### src/rtl/smc_pwm_core.sv
// Stepper-motor PWM core: Q-bus register file, shared prescaled period counter and
// NCH double-buffered PWM channels driving complementary MNM/MNP coil pins.
module smc_pwm_core #(
    parameter int NCH = 12,
    parameter int CW  = 11
) (
    input  logic           QCLK,
    input  logic           QRESET,
    input  logic           QSEL,
    input  logic           QWRITE,
    input  logic [6:0]     QADDR,
    input  logic [15:0]    QDATAIN,
    output logic [15:0]    QDATAOUT,
    output logic [NCH-1:0] MNM,
    output logic [NCH-1:0] MNP,
    output logic           IRQ
);

    localparam logic [CW-1:0] CNT_ONE = {{(CW-1){1'b0}}, 1'b1};
    localparam logic [6:0]    ADDR_CTL0 = 7'h00;
    localparam logic [6:0]    ADDR_CTL1 = 7'h01;
    localparam logic [6:0]    ADDR_PER  = 7'h02;

    logic wr_en;
    logic rd_en;
    logic wr_ctl0;
    logic wr_ctl1;
    logic wr_per;

    assign wr_en   = QSEL & QWRITE;
    assign rd_en   = QSEL & ~QWRITE;
    assign wr_ctl0 = wr_en && (QADDR == ADDR_CTL0);
    assign wr_ctl1 = wr_en && (QADDR == ADDR_CTL1);
    assign wr_per  = wr_en && (QADDR == ADDR_PER);

    // Control register MCCTL0 / MCCTL1
    logic       mcen_reg, mcen_next;
    logic [1:0] pre_reg, pre_next;
    logic       toie_reg, toie_next;
    logic       toif_reg, toif_next;

    // Period: shadow written by software, active used by the counter
    logic [CW-1:0] per_sh_reg, per_sh_next;
    logic [CW-1:0] per_act_reg, per_act_next;

    // Counter and prescaler
    logic [CW-1:0] cnt_reg, cnt_next;
    logic [2:0]    presc_reg, presc_next;
    logic [2:0]    presc_max;
    logic          run;
    logic          tick;
    logic          wrap;
    logic          load;

    // Counting stalls when disabled or when the live period is zero.
    assign run  = mcen_reg && (per_act_reg != '0);
    assign tick = run && (presc_reg == presc_max);
    assign wrap = tick && (cnt_reg == (per_act_reg - CNT_ONE));
    // While stalled the active copies follow the shadows; while running only at wrap.
    assign load = ~run | wrap;

    always_comb begin
        presc_max = 3'd0;
        case (pre_reg)
            2'd0:    presc_max = 3'd0;
            2'd1:    presc_max = 3'd1;
            2'd2:    presc_max = 3'd3;
            default: presc_max = 3'd7;
        endcase
    end

    always_comb begin
        mcen_next = mcen_reg;
        pre_next  = pre_reg;
        toie_next = toie_reg;
        if (wr_ctl0) begin
            mcen_next = QDATAIN[0];
            pre_next  = QDATAIN[2:1];
            toie_next = QDATAIN[7];
        end
        // A wrap in the same cycle as a clear keeps the flag set.
        toif_next = toif_reg;
        if (wrap) begin
            toif_next = 1'b1;
        end else if (wr_ctl1 && QDATAIN[0]) begin
            toif_next = 1'b0;
        end
    end

    always_comb begin
        per_sh_next  = wr_per ? QDATAIN[CW-1:0] : per_sh_reg;
        per_act_next = load ? per_sh_next : per_act_reg;
    end

    always_comb begin
        cnt_next   = cnt_reg;
        presc_next = presc_reg;
        if (!run) begin
            cnt_next   = '0;
            presc_next = '0;
        end else if (tick) begin
            presc_next = '0;
            cnt_next   = wrap ? '0 : (cnt_reg + CNT_ONE);
        end else begin
            presc_next = presc_reg + 3'd1;
        end
    end

    always_ff @(posedge QCLK or posedge QRESET) begin
        if (QRESET) begin
            mcen_reg <= 1'b0;
            pre_reg  <= 2'd0;
            toie_reg <= 1'b0;
            toif_reg <= 1'b0;
        end else begin
            mcen_reg <= mcen_next;
            pre_reg  <= pre_next;
            toie_reg <= toie_next;
            toif_reg <= toif_next;
        end
    end

    always_ff @(posedge QCLK or posedge QRESET) begin
        if (QRESET) begin
            per_sh_reg  <= '0;
            per_act_reg <= '0;
            cnt_reg     <= '0;
            presc_reg   <= '0;
        end else begin
            per_sh_reg  <= per_sh_next;
            per_act_reg <= per_act_next;
            cnt_reg     <= cnt_next;
            presc_reg   <= presc_next;
        end
    end

    // Per-channel read contributions, OR-combined into the read mux
    logic [NCH-1:0][15:0] ch_rd_bus;

    genvar gi;
    generate
        for (gi = 0; gi < NCH; gi++) begin : gen_ch
            localparam logic [6:0] CC_ADDR = 7'(16 + gi);
            localparam logic [6:0] DC_ADDR = 7'(32 + gi);

            logic          cc_sel;
            logic          dc_sel;
            logic [1:0]    mcam_reg, mcam_next;
            logic [CW-1:0] duty_sh_reg, duty_sh_next;
            logic          sign_sh_reg, sign_sh_next;
            logic [CW-1:0] duty_act_reg, duty_act_next;
            logic          sign_act_reg, sign_act_next;
            logic          mnm_reg, mnm_next;
            logic          mnp_reg, mnp_next;
            logic          pwm;

            // One extra bit keeps L+E and PER-E exact when E equals PER.
            logic [CW:0] d_ext;
            logic [CW:0] p_ext;
            logic [CW:0] c_ext;
            logic [CW:0] e_val;
            logic [CW:0] rem_val;
            logic [CW:0] lead_val;
            logic [CW:0] end_val;

            assign cc_sel = (QADDR == CC_ADDR);
            assign dc_sel = (QADDR == DC_ADDR);

            always_comb begin
                mcam_next    = (wr_en && cc_sel) ? QDATAIN[1:0] : mcam_reg;
                duty_sh_next = (wr_en && dc_sel) ? QDATAIN[CW-1:0] : duty_sh_reg;
                sign_sh_next = (wr_en && dc_sel) ? QDATAIN[15] : sign_sh_reg;
                duty_act_next = load ? duty_sh_next : duty_act_reg;
                sign_act_next = load ? sign_sh_next : sign_act_reg;
            end

            assign d_ext    = {1'b0, duty_act_reg};
            assign p_ext    = {1'b0, per_act_reg};
            assign c_ext    = {1'b0, cnt_reg};
            assign e_val    = (d_ext < p_ext) ? d_ext : p_ext;
            assign rem_val  = p_ext - e_val;
            assign lead_val = rem_val >> 1;
            assign end_val  = lead_val + e_val;

            always_comb begin
                pwm = 1'b0;
                case (mcam_reg)
                    2'b01:   pwm = (c_ext < e_val);
                    2'b10:   pwm = (c_ext >= rem_val);
                    2'b11:   pwm = (c_ext >= lead_val) && (c_ext < end_val);
                    default: pwm = 1'b0;
                endcase
                if (!run) begin
                    pwm = 1'b0;
                end
                mnp_next = pwm & ~sign_act_reg;
                mnm_next = pwm & sign_act_reg;
            end

            always_ff @(posedge QCLK or posedge QRESET) begin
                if (QRESET) begin
                    mcam_reg     <= 2'b00;
                    duty_sh_reg  <= '0;
                    sign_sh_reg  <= 1'b0;
                    duty_act_reg <= '0;
                    sign_act_reg <= 1'b0;
                    mnm_reg      <= 1'b0;
                    mnp_reg      <= 1'b0;
                end else begin
                    mcam_reg     <= mcam_next;
                    duty_sh_reg  <= duty_sh_next;
                    sign_sh_reg  <= sign_sh_next;
                    duty_act_reg <= duty_act_next;
                    sign_act_reg <= sign_act_next;
                    mnm_reg      <= mnm_next;
                    mnp_reg      <= mnp_next;
                end
            end

            assign MNM[gi] = mnm_reg;
            assign MNP[gi] = mnp_reg;

            assign ch_rd_bus[gi] = cc_sel ? {14'h0, mcam_reg} :
                                   dc_sel ? {sign_sh_reg, 15'(duty_sh_reg)} :
                                            16'h0000;
        end
    endgenerate

    logic [15:0] ch_rd;
    logic [15:0] rd_data;

    always_comb begin
        ch_rd = 16'h0000;
        for (int i = 0; i < NCH; i++) begin
            ch_rd = ch_rd | ch_rd_bus[i];
        end
    end

    always_comb begin
        rd_data = 16'h0000;
        if (rd_en) begin
            case (QADDR)
                ADDR_CTL0: rd_data = {8'h00, toie_reg, 4'h0, pre_reg, mcen_reg};
                ADDR_CTL1: rd_data = {15'h0000, toif_reg};
                ADDR_PER:  rd_data = 16'(per_sh_reg);
                default:   rd_data = ch_rd;
            endcase
        end
    end

    assign QDATAOUT = rd_data;
    assign IRQ      = toif_reg & toie_reg;

    // Not every data bit belongs to a field.
    logic unused_qdata;
    assign unused_qdata = ^QDATAIN;

endmodule

### config.mk
export PLATFORM = sky130hd
export DESIGN_NAME = smc_pwm_core
export DESIGN_NICKNAME = d
export VERILOG_FILES = /design/src/rtl/smc_pwm_core.sv
export SDC_FILE = /design/constraint.sdc
export NUM_CORES = 2
export LEC_CHECK = 0
export ABC_AREA = 1
export BUFFER_PORTS_ARGS = -buffer_cell sky130_fd_sc_hd__buf_2
export CORE_UTILIZATION = 60
export CTS_CLUSTER_SIZE = 12
export DETAILED_ROUTE_END_ITERATION = 16
export GPL_ROUTABILITY_DRIVEN = 1
export PLACE_DENSITY = 0.87
export SLEW_MARGIN = 20
export SYNTH_ARGS = -nofsm -noshare
export SYNTH_HDL_FRONTEND = slang
export SYNTH_SLANG_ARGS = --single-unit
export TNS_END_PERCENT = 50
### constraint.sdc
create_clock -name QCLK -period 14.6 [get_ports QCLK]
set_input_delay 1.46 -clock QCLK [delete_from_list [all_inputs] [get_ports QCLK]]
set_output_delay 1.46 -clock QCLK [all_outputs]
set_load 0.01 [all_outputs]
Word-level counts from Yosys, hierarchy flattened
Index checks and enable logic that the tools add are counted.
{ "totals": {"output_inout_bits": 41, "ff_bits": 377} }
{ "classes": {"magnitude_cmp": 60, "addsub": 27, "eq_ne": 67, "n_reduce_logical": 47, "muxes": 95, "n_bitwise": 53} }
{ "ops": {"columns": ["op", "count"], "rows": [
  ["$mux W16", 25],
  ["$mux W11", 28],
  ["$lt A11 B11 Y1", 24],
  ["$or A16 B16 Y16", 11],
  ["$add A11 B11 Y12", 12],
  ["$ge A11 B12 Y1", 12],
  ["$lt A11 B12 Y1", 12],
  ["$sub A11 B11 Y12", 12],
  ["$ge A11 B11 Y1", 12],
  ["$eq A7 B5 Y1 const B", 12],
  ["$eq A7 B6 Y1 const B", 12],
  ["$eq A2 B2 Y1 const B", 25],
  ["$pmux W16 S3", 1],
  ["$logic_and A1 B1 Y1", 43],
  ["$pmux W1 S3", 12],
  ["$and A1 B1 Y1", 27],
  ["$eq A2 B1 Y1 const B", 13],
  ["$mux W1", 26],
  ["$not A1 Y1", 14],
  ["$add A11 B1 Y11 const B", 1],
  ["$eq A11 B11 Y1", 1],
  ["$reduce_bool A11 Y1", 1],
  ["$sub A11 B1 Y11 const B", 1],
  ["$pmux W3 S3", 1],
  ["other kinds (10)", 11]
]} }

Depth between registers and ports, before layout
{ "logic_depth": {"depth_word": 16, "ltp_mapped": 45} }

Worst setup path before layout
OpenSTA, ideal clock, no wires.
{ "synth_path": {"path_kind": "register to register", "startpoint": "reg per_act_reg[8]", "endpoint": "reg gen_ch[9].mnm_reg", "period_less_slack_ns": 6.169, "setup_ns": 0.124, "path_buffers": 2, "t_required_ns": 14.476, "setup_slack_ns": 8.431, "path_stages_with_launch": 35, "t_arrival_ns": 6.045, "path_cell_list": "dfrtp_1 -> clkbuf_1 -> clkinv_1 -> ha_1 -> nand3_1 -> nor3_1 -> nand2_1 -> o2111ai_1 -> clkbuf_1 -> nand2_1 -> o21ai_0 -> inv_1 -> fa_1 -> a21oi_1 -> o21bai_1 -> a21oi_1 -> o21bai_1 -> xor2_1 -> inv_1 -> ha_1 -> nand2_1 -> o21ai_0 -> a21oi_1 -> nor2_1 -> o21ai_0 -> nand2_1 -> xnor2_1 -> ha_1 -> nand2_1 -> o21ai_0 -> a21oi_1 -> o31ai_1 -> nand3_1 -> o211ai_1 -> nor2_1"} }
{ "synth_between": {"elab_chain_cells": 9} }
{ "synth_rtl": {"columns": ["item", "line", "text"], "rows": [
  ["start, declared", "44", "logic [CW-1:0] per_act_reg, per_act_next;"],
  ["start signal, assigned", "131", "per_act_reg <= per_act_next;"],
  ["$lt A11 B11 Y1", "180", "assign e_val = (d_ext < p_ext) ? d_ext : p_ext;"],
  ["$mux W11", "180", null],
  ["$sub A11 B11 Y12", "181", "assign rem_val = p_ext - e_val;"],
  ["$add A11 B11 Y12", "183", "assign end_val = lead_val + e_val;"],
  ["$lt A11 B12 Y1", "190", "2'b11: pwm = (c_ext >= lead_val) && (c_ext < end_val);"],
  ["$logic_and A1 B1 Y1", "190", null],
  ["$pmux W1 S3", "187", "case (mcam_reg)"],
  ["$mux W1 (*)", "193", "if (!run) begin"],
  ["$and A1 B1 Y1 (*)", "197", "mnm_next = pwm & sign_act_reg;"],
  ["via gen_ch[9].mnm_next", "153", "logic mnm_reg, mnm_next;"],
  ["end signal, assigned", "215", "mnm_reg <= mnm_next;"],
  ["end, declared", "153", null]
]} }
Mark *: on every way through the listed nets, which the timed path passes. The rest lies on a longest branch.
A chain may end at the register's enable or synchronous reset.

Worst setup path after layout
{ "layout_path": {"startpoint": "reg per_act_reg[1]", "endpoint": "reg gen_ch[1].mnm_reg"} }
{ "layout_between": {"elab_chain_cells": 9} }
{ "layout_rtl": {"columns": ["item", "line"], "rows": [
  ["$lt A11 B11 Y1", "180"],
  ["$mux W11", "180"],
  ["$sub A11 B11 Y12", "181"],
  ["$add A11 B11 Y12", "183"],
  ["$lt A11 B12 Y1", "190"],
  ["$logic_and A1 B1 Y1", "190"],
  ["$pmux W1 S3", "187"],
  ["$mux W1 (*)", "193"],
  ["$and A1 B1 Y1 (*)", "197"],
  ["via gen_ch[1].mnm_next", "153"],
  ["end signal, assigned", "215"],
  ["end, declared", "153"]
]} }
Marks and branches as above.

==> impl_metrics.ini <==
[clocking]
cts_max_level = 2
cts.clk_slew.worst_paths_ps = 60
clock_path_buffers = 3
hold_buffers = 0
cts_made_buffers = 41
cts_tree = yes
clkSinkCount = 377
cts_resized = 0
cts_setup_buffers = 0
cts_root_buffer = clkbuf_16
clock_latency_ps = 580

[global_routing]
grt_antenna_before_repair = 8
grt_max_degree = 176
grt-ovfl-total = 0
grt_pass1_wl_mm = 216
grt_pass1_vias = 40300
grt_use_total_pct = 37.5

[critical_path]
cp.required_ps = 15060
startpoint_type = flop
critPathArrivalTime_ps = 8360
crit_type = flop to flop
cpMostUsedCell = nand2_1
r2r-start = per_act_reg[1]
worst-path-buf-inv = 6
path_max_fanout = 28
cp-startpoint = per_act_reg[1]
cp_top_family = simple AND/OR/NAND/NOR gates
slowest_delay_ps = 770
end_kind = flop
critPathSlowestCell = clkinv_1

[sta]
whs_ps = 424
tightestPinTransition_ps = 1170
hold_viol = 0
slew_violations = 0
slew_headroom_pct = 22.1
setup_tns_ps = 0
fin_worst_skew_ps = 26.2
rsz0062_at_grt = false
fin_crit_sh_pct = 54.1
setup_slack_ps = 6700
max_freq_mhz = 127
setup_viol = 0
fin_crit_ps = 7900

[synthesis]
synthDistinctLibCells = 70
post_synth_inst_count = 5960
synth_ff_type = dfrtp_1
synth.avg_cell_area_sq_um = 7.21
ys_seq_area_share_pct = 22.0
synth-edff-count = 0
async_reset_ff_share_pct = 100
ys_ff_latch = 377
synth-warning-count = 0
syn_area_sq_mm = 0.0430

[detailed_routing]
drt_iter0_markers = 4802
ant_nets = 0
drc = 0
vias = 42600
totalWireLength_mm = 139
first_pass_iters = 8
routed_via_density = 6.18
wl_per_cell_um = 20.2

[power_and_ir_drop]
p_total_mw = 7.97
peakVddDrop_mv = 0.134
power.leakage_nw = 24.9
power_density_mw_per_mm2 = 176

[layout]
area_growth_syn_to_layout_pct = 5.40
final_nets = 6799
final_common_cell = nand2_1
postLayoutCoreUtil_pct = 64.2
final_cell_mix = nand2_1 (1479), ha_1 (828), inv_1 (731)
layout-drive-gt1-share_pct = 4.99

[min_path]
hp-class = flop to flop
hp-start = gen_ch[4].sign_act_reg

[floorplanning]
rows = 97
boundaryPins = 68
core_area_sq_mm = 0.0705
initial_utilization_pct = 61.0
die_w_um = 270
die-area_sq_mm = 0.0727
die_h_um = 270

[place]
post-dp-hpwl_mm = 98.6
gp_congestion = 1.05
pre_cts_ws_ps = 7200
placement.io_buffers = 59

[run_status]
status = finished, final reports clean

[job]
drv_cap = 0
==> layer usage <==
metal / global-route usage [%] / wire length (um)
met1: 47.6 / 53300
met2: 57.5 / 58400
met3: 10.9 / 19200
met5: 0 / 62
met4: 19.5 / 8410
==> report_power, final <==
part           internal [mW]  total, mW  switching, mW
clock                  0.610       1.05          0.445
combinational           2.15       5.78           3.63
sequential              1.09       1.14         0.0457
==> metrics by stage <==
| stage | instance area (sq um) | cells |
|---|---|---|
| 3_3_place_gp | 44000 | 6827 |
| 2_1_floorplan | 43000 | 5963 |
| 5_1_grt | 45300 | 6889 |
| 4_1_cts | 45300 | 6889 |
| 3_5_place_dp | 44000 | 6827 |
| 6_report | 45300 | 6891 |
==> layout make-up <==
cell class | count | area, sq um
fillers | 5968 | 25200
well taps | 940 | 1180
flip-flops and latches | 377 | 9450
clock buffers | 52 | 1160
repair buffers | 109 | 683
diodes | 2 | 5.00
clock inverters | 10 | 143
inverters | 751 | 2830
multi-input cells | 4650 | 29900
==> cell usage after synthesis (27+ instances only) <==
| library cell | number | area, sq um |
|---|---|---|
| nand2_1 | 1480 | 5560 |
| ha_1 | 828 | 10400 |
| inv_1 | 734 | 2760 |
| o21ai_0 | 502 | 2510 |
| a21oi_1 | 419 | 2100 |
| dfrtp_1 | 377 | 9430 |
| nand3_1 | 271 | 1360 |
| nor2_1 | 264 | 991 |
| xor2_1 | 155 | 1360 |
| nand4_1 | 111 | 694 |
| clkbuf_1 | 106 | 398 |
| nor3_1 | 74 | 370 |
| xnor2_1 | 59 | 517 |
| a21o_1 | 42 | 315 |
| a211oi_1 | 35 | 263 |
| buf_2 | 34 | 170 |
| o21ai_1 | 34 | 170 |
| a221oi_1 | 31 | 272 |
| buf_4 | 31 | 233 |
| o21bai_1 | 27 | 203 |
==> final timing paths <==
check                                endpoint  slack (ps)  cells past startpoint
min reg2reg                 gen_ch[4].mnp_reg         420                      1
min                         gen_ch[4].mnp_reg         420                      1
min in group asynchronous   gen_ch[2].mnp_reg        1060                      2
max in group asynchronous  gen_ch[10].mnp_reg       11890                      3
max                         gen_ch[1].mnm_reg        6700                     39
max reg2reg                 gen_ch[1].mnm_reg        6700                     39
==> logic make-up after synthesis <==
logic type,after synthesis,share of synthesized area (%)
adder cells (fa/ha/maj),845,24.8
AO/OA/AOI/OAI,1275,17.1
other,1,0.00873
XOR/XNOR,216,4.44
flip-flops,377,22.0
AND/OR/NAND/NOR,2310,23.0
buffers and inverters,936,8.64
(Power assumes the default switching activity.)
